<file path="src/rtl/handshake_tx.sv">
// handshake_tx: 4-phase (return-to-zero) request/acknowledge sender.
//
// The local producer offers words on in_data/in_valid. A word is accepted
// when in_ready is high. It is then held on tx_data while tx_req is raised
// toward a remote receiver. That receiver's tx_ack is asynchronous to clock,
// so it only enters the FSM through a SYNC_STAGES-deep synchroniser.
//
// Optional feature: define HS_TIMEOUT_EN to compile in a wait-limit counter.
// When the limit is hit, the handshake is abandoned and the sticky err flag
// is set.
//
// Ports
//   clock     : single clock, rising edge
//   reset     : synchronous, active-high
//   in_data   : [1:N] word from producer
//   in_valid  : in_data valid
//   in_ready  : word accepted on this edge (combinational)
//   tx_data   : [1:N] registered word presented to remote receiver
//   tx_req    : registered 4-phase request
//   tx_ack    : asynchronous 4-phase acknowledge
//   busy      : handshake in progress (state != IDLE)
//   err       : sticky timeout flag (constant 0 without HS_TIMEOUT_EN)
module handshake_tx #(
    parameter int N           = 1,
    parameter int SYNC_STAGES = 2,
    parameter int TIMEOUT     = 16
) (
    input  logic       clock,
    input  logic       reset,
    input  logic [1:N] in_data,
    input  logic       in_valid,
    output logic       in_ready,
    output logic [1:N] tx_data,
    output logic       tx_req,
    input  logic       tx_ack,
    output logic       busy,
    output logic       err
);

    typedef enum logic [1:0] {
        IDLE     = 2'd0,
        REQ      = 2'd1,
        WAIT_LOW = 2'd2
    } state_t;

    state_t                 state_q, state_d;
    logic                   tx_req_q, tx_req_d;
    logic [1:N]             tx_data_q, tx_data_d;
    logic [SYNC_STAGES-1:0] sync_q, sync_d;
    logic                   ack_s;

    // sync_q[0] is the only flop that ever sees raw tx_ack.
    assign sync_d = {sync_q[SYNC_STAGES-2:0], tx_ack};
    assign ack_s  = sync_q[SYNC_STAGES-1];

    // Ack still high in IDLE means the receiver has not finished the
    // previous return-to-zero phase, so new words are refused.
    assign in_ready = (state_q == IDLE) && !ack_s && !reset;
    assign busy     = (state_q != IDLE);
    assign tx_req   = tx_req_q;
    assign tx_data  = tx_data_q;

`ifdef HS_TIMEOUT_EN
    localparam int CW = $clog2(TIMEOUT);

    logic [CW-1:0] cnt_q, cnt_d;
    logic          err_q, err_d;

    assign err = err_q;
`else
    assign err = 1'b0;
`endif

    always_comb begin
        state_d   = state_q;
        tx_req_d  = tx_req_q;
        tx_data_d = tx_data_q;
`ifdef HS_TIMEOUT_EN
        err_d     = err_q;
        cnt_d     = (state_q == IDLE) ? '0 : cnt_q + 1'b1;
`endif
        case (state_q)
            IDLE: begin
                if (in_valid && in_ready) begin
                    tx_data_d = in_data;
                    tx_req_d  = 1'b1;
                    state_d   = REQ;
`ifdef HS_TIMEOUT_EN
                    cnt_d     = '0;
`endif
                end
            end
            REQ: begin
                if (ack_s) begin
                    tx_req_d = 1'b0;
                    state_d  = WAIT_LOW;
`ifdef HS_TIMEOUT_EN
                    cnt_d    = '0;
`endif
                end
            end
            WAIT_LOW: begin
                if (!ack_s) begin
                    state_d = IDLE;
                end
            end
            default: begin
                tx_req_d = 1'b0;
                state_d  = IDLE;
            end
        endcase
`ifdef HS_TIMEOUT_EN
        // Abandoning the handshake takes priority over a same-cycle ack.
        if (state_q != IDLE && cnt_q == CW'(TIMEOUT - 1)) begin
            tx_req_d = 1'b0;
            state_d  = IDLE;
            err_d    = 1'b1;
        end
`endif
    end

    always_ff @(posedge clock) begin
        if (reset) begin
            state_q   <= IDLE;
            tx_req_q  <= 1'b0;
            tx_data_q <= '0;
            sync_q    <= '0;
`ifdef HS_TIMEOUT_EN
            cnt_q     <= '0;
            err_q     <= 1'b0;
`endif
        end else begin
            state_q   <= state_d;
            tx_req_q  <= tx_req_d;
            tx_data_q <= tx_data_d;
            sync_q    <= sync_d;
`ifdef HS_TIMEOUT_EN
            cnt_q     <= cnt_d;
            err_q     <= err_d;
`endif
        end
    end

endmodule

</file>
<file path="config.mk">
export PLATFORM = sky130hd
export DESIGN_NAME = handshake_tx
export DESIGN_NICKNAME = d
export VERILOG_FILES = /design/src/rtl/handshake_tx.sv
export SDC_FILE = /design/constraint.sdc
export NUM_CORES = 1
export LEC_CHECK = 0
export CORE_AREA = 2 2 39 41
export CTS_BUF_LIST = sky130_fd_sc_hd__clkbuf_8
export DETAILED_ROUTE_END_ITERATION = 8
export DIE_AREA = 0 0 41 43
export SYNTH_ARGS = -nofsm -noshare
export SYNTH_HDL_FRONTEND = slang
export SYNTH_SLANG_ARGS = --single-unit
</file>
<file path="constraint.sdc">
create_clock -name clock -period 1 [get_ports clock]
set_input_delay 0.2 -clock clock [delete_from_list [all_inputs] [get_ports clock]]
set_output_delay 0.2 -clock clock [all_outputs]
set_load 0.02 [all_outputs]
</file>
==> flow_summary.toml <==
[outcome]
run_status = "finished with violations"
violations = "negative setup slack"

[pwr]
p_leak_nw = 0.192
vdd_drop_max_uv = 1060
pwr-share-clk = 0.476
total_power_mw = 0.745
p_comb_frac = 0.169
powerDensity_nw_per_um2 = 1710
swShare = 0.212
seqPwrFrac = 0.355
p_int_mw = 0.587
p_sw_mw = 0.158

[routing]
drt-vias-per-instance = 3.95
vias = 217
drc = 0
drt-initial-drc-count = 1
routed_wl_um = 492
wl_per_cell_um = 8.95
ant_nets = 0
drtPass1Iterations = 2

[grt]
grt_max_degree = 9
grt_first_pass_wirelength_um = 786
track_usage = 0.0755
antenna_found_initial = 0
grt_pass1_vias = 200
grt_remaining_overflow = 0

[job]
max-cap-violations = 0

[yosys]
synth_top_family_by_area = "simple AND/OR/NAND/NOR gates"
synth_compound_gate_area_share = 0.0576
synth.area.mux_share = 0.0419
synthDistinctLibCells = 14
syn_inst = 23
synthXorXnorAreaFrac = 0.0366
synth.area.top_cells = "dfxtp_1 (50%), nor2b_1 (7.9%), or4b_4 (5.8%)"
yosysTopAreaCell = "dfxtp_1"
yosys.area_share.simple = 0.314
ys_seq_elements = 6
synth-warning-count = 0
yosysTopAreaCellShare = 0.503
synth_nets = 28
syn_area_per_cell_um2 = 10.4
synth_fa_ha_area_frac = 0
synth_seq_area_share = 0.503
syn_area_um2 = 239

[min_path]
hold_path_depth = 3
hold_class = "input pin to register"

[sta]
post-route-period-util = 1.21
hold_violations = 0
skew_ns = 0.00277
setup_viol = 4
drv_slew = 0
max_freq_ghz = 0.825
rsz0062_at_grt = "yes"
setup_slack_ns = -0.212
tns_ns = -0.748
fin_hold_ws_ns = 0.378
fin_crit_ns = 1.21

[finish]
final_cell_mix = "buf_6 (4), buf_4 (4)"
fin_util = 0.316
layout-drive-gt1-share = 0.487
nets = 46
area.growth.synth_to_final_pct = 82.7
antenna_cells = 0

[die]
initial_utilization = 0.173
io_pins = 10
fp.dieH_um = 43
core_um2 = 1380
die_x_um = 41
die_area_um2 = 1760
row_count = 14

[worst_setup_path]
critPathLaunchType = "register"
crit_start = "state_q[0]"
endpoint = "tx_data"
rr_worst_depth = 3
crit_path_end_kind = "register"
r2r_end = "tx_data"
required_ns = 1.11
r2r-start = "state_q[0]"
path_max_fanout = 4
r2r_slack_ns = -0.21
crit_type = "register to register"
cp.arrival_ns = 1.32

[placement]
finalWeightedCongestion = 0.711
port_buffers = 8
place.detailed.hpwl_um = 343

[cts]
clockBufferDepth = 2
cts_hold_buf = 0
path_clk_slew_ns = 0.04
htree_levels = 1
cts_buffers = 3
cts_tree = "yes"
cts_sinks = 6
clock_latency_ns = 0.22
cts_root_buffer = "clkbuf_8"
==> repair_timing <==
item / in CTS / in global routing
endpoints found under the setup margin: 6 / 4
setup buffers: 1 / 0
pin swaps: 3 / 2
resized for setup: 21 / 4
==> flip-flops by register name (all words and copies together) (netlist names) <==
name,count
state_q,2
sync_q,2
tx_data,1
tx_req,1
==> power groups by stage <==
stage,registers (mW),clock network [mW],logic [mW]
after floorplan,0.279,0,0.0467
after global placement,0.267,0,0.121
after detailed placement,0.267,0,0.122
after CTS,0.264,0.370,0.121
after global routing,0.265,0.387,0.135
final,0.264,0.354,0.126
==> synth_stat cells <==
| library cell | instances |
|---|---|
| o2bb2ai_1 | 1 |
| nor4_1 | 2 |
| xnor2_1 | 1 |
| nor3b_1 | 1 |
| conb_1 | 1 |
| buf_4 | 1 |
| or4b_4 | 1 |
| o21ai_0 | 1 |
| or2_1 | 1 |
| mux2i_1 | 1 |
| nor2_1 | 1 |
| dfxtp_1 | 6 |
| nor2b_1 | 3 |
| nand2b_1 | 2 |
==> how the worst min path moves through the flow <==
| stage | end | start | slack, ns |
|---|---|---|---|
| detailed placement | sync_q[1] | sync_q[0] | 0.44 |
| global placement | sync_q[1] | sync_q[0] | 0.42 |
| floorplan | sync_q[1] | reset | 0.26 |
| finish | sync_q[1] | reset | 0.38 |
| global route | sync_q[1] | reset | 0.42 |
| CTS | sync_q[1] | sync_q[0] | 0.44 |
==> cells by family (layout without fill, tap and decap cells) <==
kind of cell,Yosys count,in the layout
AND/OR/NAND/NOR,11,11
flip-flops,6,6
AO/OA/AOI/OAI,2,2
other,1,1
XOR/XNOR,1,1
multiplexers,1,1
buffers and inverters,1,17
==> per-stage QoR <==
stage,cell area [µm²],setup slack [ns],cells
finish,437,-0.212,55
global route,437,-0.245,55
CTS,422,-0.226,55
detailed placement,379,-0.662,51
global placement,379,-0.662,51
floorplan,249,-0.0860,23
==> area by class of cell <==
cell class                 instances  area, µm²
tap                               16       20.0
sequential                         6        124
multi-input combinational         16        124
timing repair buffer              14        128
fill                             141        947
clock buffer                       3       41.3
==> critical path, stage by stage (launching register included) <==
cell	delay, ns
dfxtp_2	0.32
buf_6	0.11
or4b_4	0.54
mux2i_1	0.13
==> metal layers <==
layer	vias to the layer above	part of all wire	GRT usage
met3	0	0.10	0.0785
li1	110	-	-
met5	-	0	0
met1	98	0.47	0.0874
met4	0	0	0.0400
met2	9	0.43	0.0844
Power figures use the tool's default switching activity.
